--- src/rtl/vga_text_controller.sv ---
// Raster timing generator and text-mode fetch sequencer: drives the text-RAM address at S0,
// the glyph row at S1, and the glyph column, syncs, visibility and cursor at S2 (ROM-aligned).
module vga_text_controller #(
  parameter int unsigned H_VISIBLE = 640,
  parameter int unsigned H_FP      = 16,
  parameter int unsigned H_SYNC    = 96,
  parameter int unsigned H_BP      = 48,
  parameter int unsigned V_VISIBLE = 480,
  parameter int unsigned V_FP      = 10,
  parameter int unsigned V_SYNC    = 2,
  parameter int unsigned V_BP      = 33,
  parameter int unsigned COLS      = 80,
  parameter int unsigned ROWS      = 30
) (
  input  logic        clk,
  input  logic        rst,
  input  logic        cursor_en,
  input  logic [6:0]  cursor_col,
  input  logic [4:0]  cursor_row,
  output logic [11:0] TextA,
  output logic [3:0]  row,
  output logic [2:0]  col,
  output logic        hsync,
  output logic        vsync,
  output logic        von,
  output logic        cursor_hit,
  output logic        frame_tick
);

  localparam int unsigned H_TOTAL = H_VISIBLE + H_FP + H_SYNC + H_BP;
  localparam int unsigned V_TOTAL = V_VISIBLE + V_FP + V_SYNC + V_BP;

  localparam logic [9:0] H_LAST   = 10'(H_TOTAL - 1);
  localparam logic [9:0] V_LAST   = 10'(V_TOTAL - 1);
  localparam logic [9:0] H_VIS    = 10'(H_VISIBLE);
  localparam logic [9:0] V_VIS    = 10'(V_VISIBLE);
  localparam logic [9:0] HS_START = 10'(H_VISIBLE + H_FP);
  localparam logic [9:0] HS_END   = 10'(H_VISIBLE + H_FP + H_SYNC);
  localparam logic [9:0] VS_START = 10'(V_VISIBLE + V_FP);
  localparam logic [9:0] VS_END   = 10'(V_VISIBLE + V_FP + V_SYNC);
  localparam logic [6:0] COLS_LIM = 7'(COLS);
  localparam logic [5:0] ROWS_LIM = 6'(ROWS);

  logic [9:0] h_cnt;
  logic [9:0] v_cnt;
  logic [4:0] fcnt;
  logic       wrap;

  logic       vis0;
  logic       hs0;
  logic       vs0;
  logic       cur0;
  logic [5:0] char_r;
  logic [6:0] char_c;

  logic [2:0] col1;
  logic       hs1;
  logic       vs1;
  logic       vis1;
  logic       cur1;

  assign wrap = (h_cnt == H_LAST) && (v_cnt == V_LAST);

  always_ff @(posedge clk) begin
    if (rst) begin
      h_cnt <= '0;
      v_cnt <= '0;
    end else if (h_cnt == H_LAST) begin
      h_cnt <= '0;
      v_cnt <= (v_cnt == V_LAST) ? '0 : v_cnt + 10'd1;
    end else begin
      h_cnt <= h_cnt + 10'd1;
    end
  end

  // Registered wrap detect lands the tick on the (0,0) cycle; the reset frame never wraps into it.
  always_ff @(posedge clk) begin
    if (rst) begin
      frame_tick <= 1'b0;
      fcnt       <= '0;
    end else begin
      frame_tick <= wrap;
      if (frame_tick) fcnt <= fcnt + 5'd1;
    end
  end

  always_comb begin
    char_r = v_cnt[9:4];
    char_c = h_cnt[9:3];
    vis0   = (h_cnt < H_VIS) && (v_cnt < V_VIS);
    hs0    = !((h_cnt >= HS_START) && (h_cnt < HS_END));
    vs0    = !((v_cnt >= VS_START) && (v_cnt < VS_END));
    TextA  = '0;
    if (vis0)
      TextA = {char_r, 6'b0} + {2'b0, char_r, 4'b0} + {5'b0, char_c};
    cur0 = cursor_en && vis0 && fcnt[4]
        && (cursor_col < COLS_LIM) && ({1'b0, cursor_row} < ROWS_LIM)
        && (char_c == cursor_col) && (char_r == {1'b0, cursor_row})
        && (v_cnt[3:0] >= 4'd14);
  end

  always_ff @(posedge clk) begin
    if (rst) begin
      row        <= '0;
      col1       <= '0;
      hs1        <= 1'b1;
      vs1        <= 1'b1;
      vis1       <= 1'b0;
      cur1       <= 1'b0;
      col        <= '0;
      hsync      <= 1'b1;
      vsync      <= 1'b1;
      von        <= 1'b0;
      cursor_hit <= 1'b0;
    end else begin
      row        <= v_cnt[3:0];
      col1       <= h_cnt[2:0];
      hs1        <= hs0;
      vs1        <= vs0;
      vis1       <= vis0;
      cur1       <= cur0;
      col        <= col1;
      hsync      <= hs1;
      vsync      <= vs1;
      von        <= vis1;
      cursor_hit <= cur1;
    end
  end

endmodule

--- config.mk ---
export PLATFORM = sky130hd
export DESIGN_NAME = vga_text_controller
export DESIGN_NICKNAME = d
export VERILOG_FILES = /design/src/rtl/vga_text_controller.sv
export SDC_FILE = /design/constraint.sdc
export NUM_CORES = 1
export LEC_CHECK = 0
export ABC_AREA = 0
export CORE_UTILIZATION = 45
export CTS_BUF_LIST = sky130_fd_sc_hd__clkbuf_8
export DETAILED_ROUTE_END_ITERATION = 10
export PLACE_DENSITY_LB_ADDON = 0.25
export SLEW_MARGIN = 10
export SYNTH_ARGS = -nofsm -noshare
export SYNTH_HDL_FRONTEND = slang
export SYNTH_SLANG_ARGS = --single-unit
--- constraint.sdc ---
create_clock -name clk -period 4.03 [get_ports clk]
set_clock_uncertainty 0.15 [all_clocks]
set_input_delay 0.806 -clock clk [delete_from_list [all_inputs] [get_ports clk]]
set_output_delay 0.806 -clock clk [all_outputs]
set_load 0.03 [all_outputs]
# Word level (Yosys, flattened, before mapping)
# Cells that the tools add are included.
# word_totals
regBits	44
inputBits	15
out_inout_bits	24
elab_cells	49
# op_classes
add_sub_neg	5
magnitude_cmp	9
n_eq_ne	4
n_mux	2
reduce_logical	14
# op_table
op	count
10-bit by 1-bit adder with 10-bit output (second input constant)	2
10-bit equality test (second input constant)	2
10-bit less-than comparator (second input constant)	2
10-bit by 9-bit less-than comparator with 1-bit output (second input constant)	2
12-bit by 10-bit adder with 12-bit output	1
12-bit by 7-bit adder with 12-bit output	1
12-bit two-way mux	1
1-bit logical AND	11
10-bit >= comparator (second input constant)	1
10-bit by 9-bit >= comparator with 1-bit output (second input constant)	1
10-bit two-way mux	1
7-bit equality test	1
7-bit less-than comparator (second input constant)	1
6-bit by 5-bit equality test with 1-bit output	1
5-bit by 1-bit adder with 5-bit output (second input constant)	1
5-bit less-than comparator (second input constant)	1
4-bit >= comparator (second input constant)	1
1-bit logical NOT	2
2-bit OR reduction	1

# Depth between registers and ports, before layout
# logic_depth
word_depth	9
depth_mapped	9
mapped_depth_nobuf	8

# Worst setup path after synthesis
# Ideal clock, no wire load.
# synth_timing
path_kind	register to output
from	reg v_cnt[4]
to	out TextA[9]
t_arrival_ps	2608
required_time_ps	3074
path_slack_ps	466
stages_incl_launch_ff	8
cell_sequence	dfxtp_1 > clkbuf_1 > inv_1 > fa_1 > fa_1 > nor2b_1 > o21ai_0 > a211oi_1
# synth_between
elab_chain_cells	3
elab_cells_between_ends	5
classes_between	add/sub (2); order compare (1); mux (1); reduce/logical (1)
# synth_lines
item	line_no	text
from (decl)	45	logic [9:0] v_cnt;
from (signal assigned)	70	v_cnt <= (v_cnt == V_LAST) ? '0 : v_cnt + 10'd1;
12-bit by 10-bit adder with 12-bit output or 10-bit by 9-bit less-than comparator with 1-bit output (tied branches)	95, 90	
12-bit by 7-bit adder with 12-bit output or 1-bit logical AND (tied branches)	95, 90	
12-bit two-way mux *	94	if (vis0)
to (decl)	20	output logic [11:0] TextA,
# Every way passes the cells marked *; elsewhere a longest branch is shown, timed or not.

# Worst setup path after layout
# layout_timing
from	reg h_cnt[9]
to	out TextA[11]
# layout_between
elab_chain_cells	3
elab_cells_between_ends	4
classes_between	add/sub (1); order compare (1); mux (1); reduce/logical (1)
# layout_lines
item	line_no	text
from (decl)	44	logic [9:0] h_cnt;
from (signal assigned)	72	h_cnt <= h_cnt + 10'd1;
10-bit less-than comparator	90	vis0 = (h_cnt < H_VIS) && (v_cnt < V_VIS);
1-bit logical AND	90	
12-bit two-way mux *	94	
# Marks and branches as above.

==> flow_summary.toml <==
[global_routing]
grt_pass1_vias = 1740
grt_overflow = 0
antenna_found_initial = 0
track_usage_pct = 19.6
grt_max_degree = 33
grt_pass1_wl_microns = 7950

[logic_synthesis]
async_reset_ff_share_pct = 0
yosys.area.top_type = "dfxtp_1"
muxShareOfSynthArea_pct = 0.866
synthXorXnorAreaFrac_pct = 10.2
synth.most_common_cell = "dfxtp_1"
synth_top_cells_by_count = "44 x dfxtp_1, 37 x nor2_1, 16 x ha_1, 16 x inv_1, 15 x xnor2_1"
yosysTopAreaCellShare_pct = 38.1
ys_warn_count = 0
synthTopCellsByArea = "dfxtp_1 38%, ha_1 8.7%, nor2_1 6.0%, xnor2_1 5.7%, xor2_1 4.5%"
avgSynthCellArea_sq_um = 8.86
post_synth_and_or_nand_nor_area_fraction_pct = 26.8
synth_edf_count = 0
synthDistinctLibCells = 45
synth_top_family_by_area = "simple AND/OR/NAND/NOR gates"
synth_fp_nets = 294
yosysSeqAreaShare_pct = 38.1
syn_area_sq_mm = 0.00231
synth_seq_cells = 44
syn_inst = 261
post_synth_fa_ha_maj_area_fraction_pct = 10.4
ys.flop_type = "dfxtp_1"
synth_compound_area_share_pct = 7.79

[clocking]
worstSkewPairLatency_ns = 0.30
ctsHoldBuffers = 0
ctsHtreeMaxLevel = 2
path_clk_slew_ns = 0.09
cts_buffers = 5
post_cts_buffers = 0
clkSinkCount = 44
cts_tree = "built"
clock-root-buffer = "clkbuf_8"
clk_path_buf_depth = 2

[sta]
fin_tns_setup_ns = 0
fmax_mhz = 265
fin_ws_ns = 0.257
setup_viol_count_final = 0
hold_viol = 0
slew_headroom_pct = 52.4
fin_crit_sh_pct = 93.6
rsz0062_at_grt = "no"
finalMaxSlewViolations = 0
worst_pin_slew_ns = 0.709
min_period_ns = 3.77

[cells_and_area]
n_antenna_cell = 0
final_core_util_pct = 58.6
layoutNonFillerInstCount = 364
drive_above_1_share_pct = 8.42
regArea_sq_um = 881
nets = 329
multi_input_area_sq_mm = 0.00130
n_fill_cell = 456
area_growth_pct = 22.9

[setup_path]
start_kind = "register"
arrival_ns = 2.82
endpoint = "TextA[11]"
end_kind = "output pin"
worstSetupPathType = "register to output pin"
worstPathCellList = "inv_1, fa_1, fa_1, nor2b_1, o31a_1, o21ai_0, a21oi_1, dlygate4sd2_1"
crit_path_start = "h_cnt[9]"
rr_worst_depth = 4
crit_slowest_cell = "fa_1"
r2r_start = "v_cnt[2]"
cpMostUsedCell = "fa_1"
max_stage_delay_ns = 0.53
cp.required_ns = 3.07
cp_max_fo = 6
r2r_end = "v_cnt[7]"
r2r_slack_ns = 1.66

[placed_design]
port_buffers = 38
place_congestion = 0.789
dpl.hpwl_microns = 3590
place_inst = 356
pre_cts_ws_ns = 0.180

[run]
drv_cap = 0

[floorplanning]
io_pins = 39
fp.coreArea_sq_mm = 0.00485
die_h_microns = 73.7
row_count = 25
dieWidth_microns = 73.7
die_area_sq_mm = 0.00543
start_util_pct = 47.7

[pwr]
ir_worst_vdd_mv = 0.258
power.density_mw_per_mm2 = 295
p_leak_nw = 1.12
power_uw = 839

[drt]
wirelength_microns = 4830
viasPerCell = 5.20
avgRoutedWirePerCell_microns = 13.3
ant_nets = 0
drc = 0
first_pass_iters = 4
first_iter_violations = 92
vias = 1894

[worst_hold_path]
min-delay-path-class = "register to register"

[status]
status = "completed"
[kinds of logic (layout without fill, tap and decap cells)]
family,after synthesis,after routing
muxes,2,2
buffers and inverters,30,66
AOI/OAI and AO/OA,27,27
adders and majority gates,18,18
xor gates and xnor gates,27,27
and+or+nand+nor,113,113
DFF,44,44
[timing repair]
item | in CTS | in global routing
pin swaps | 0 | 0
setup endpoints to repair | 3 | 2
gates resized for setup | 3 | 3
[flip-flops by register name, summed over array words and instances, names as in the netlist]
| signal | cells |
|---|---|
| vis1 | 1 |
| von | 1 |
| frame_tick | 1 |
| vs1 | 1 |
| vsync | 1 |
| col1 | 3 |
| col | 3 |
| fcnt | 5 |
| v_cnt | 10 |
| cursor_hit | 1 |
| hs1 | 1 |
| hsync | 1 |
| cur1 | 1 |
| row | 4 |
| h_cnt | 10 |
[cells in the final DEF, fill, tap and decap left out, types with 6 or more instances in the layout]
cell type        instances
a21oi_1                  8
clkdlybuf4s50_1         34
dfxtp_1                 44
ha_1                    16
inv_1                   16
nand2_1                  8
nand3_1                 11
nand4_1                  6
nor2_1                  37
nor2b_1                 11
nor4_1                   7
xnor2_1                 15
xor2_1                  12
[final cells by class]
type | count | share of cell area, %
multi-input cells | 187 | 45.6
flip-flops and latches | 44 | 31.0
repair buffers | 42 | 14.3
well taps | 67 | 2.95
clock buffers | 5 | 2.42
inverters | 16 | 2.11
clock inverters | 3 | 1.63
[metal layers]
layer	vias to the layer above	global-route usage, %	wire (microns)
li1	962	-	-
met1	876	26.3	2440
met2	46	30.4	2090
met3	10	4.66	215
met4	0	7.26	82
met5	-	0	0
[critical path: cells and delay by family, from the launching register on]
| kind | cells | cell delay [ns] |
|---|---|---|
| adders and majority gates | 2 | 0.98 |
| buffers and inverters | 2 | 0.51 |
| DFF | 1 | 0.41 |
| AOI/OAI and AO/OA | 3 | 0.39 |
| and+or+nand+nor | 1 | 0.21 |
[per-stage QoR]
stage                     hold slack [ns]  area (sq um)
after global placement              0.244          2730
final                               0.266          2840
after detailed placement            0.248          2730
after global routing                0.288          2840
after CTS                           0.270          2840
after floorplan                     0.239          2310
[report_power, final]
group | switching [mW] | total (mW) | leakage [nW] | internal [mW]
sequential | 0.00378 | 0.444 | 0.356 | 0.440
clock | 0.164 | 0.351 | 0.0548 | 0.187
combinational | 0.0210 | 0.0447 | 0.711 | 0.0237
[how the worst min path moves through the flow]
stage	slack, ns	endpoint	startpoint	cells past startpoint
finish	0.27	hsync	hs1	1
global route	0.29	hsync	hs1	1
CTS	0.27	hsync	hs1	1
detailed placement	0.25	hsync	hs1	1
global placement	0.24	hsync	hs1	1
floorplan	0.24	hsync	hs1	1
Note: power is estimated with default switching activity, not from simulation.
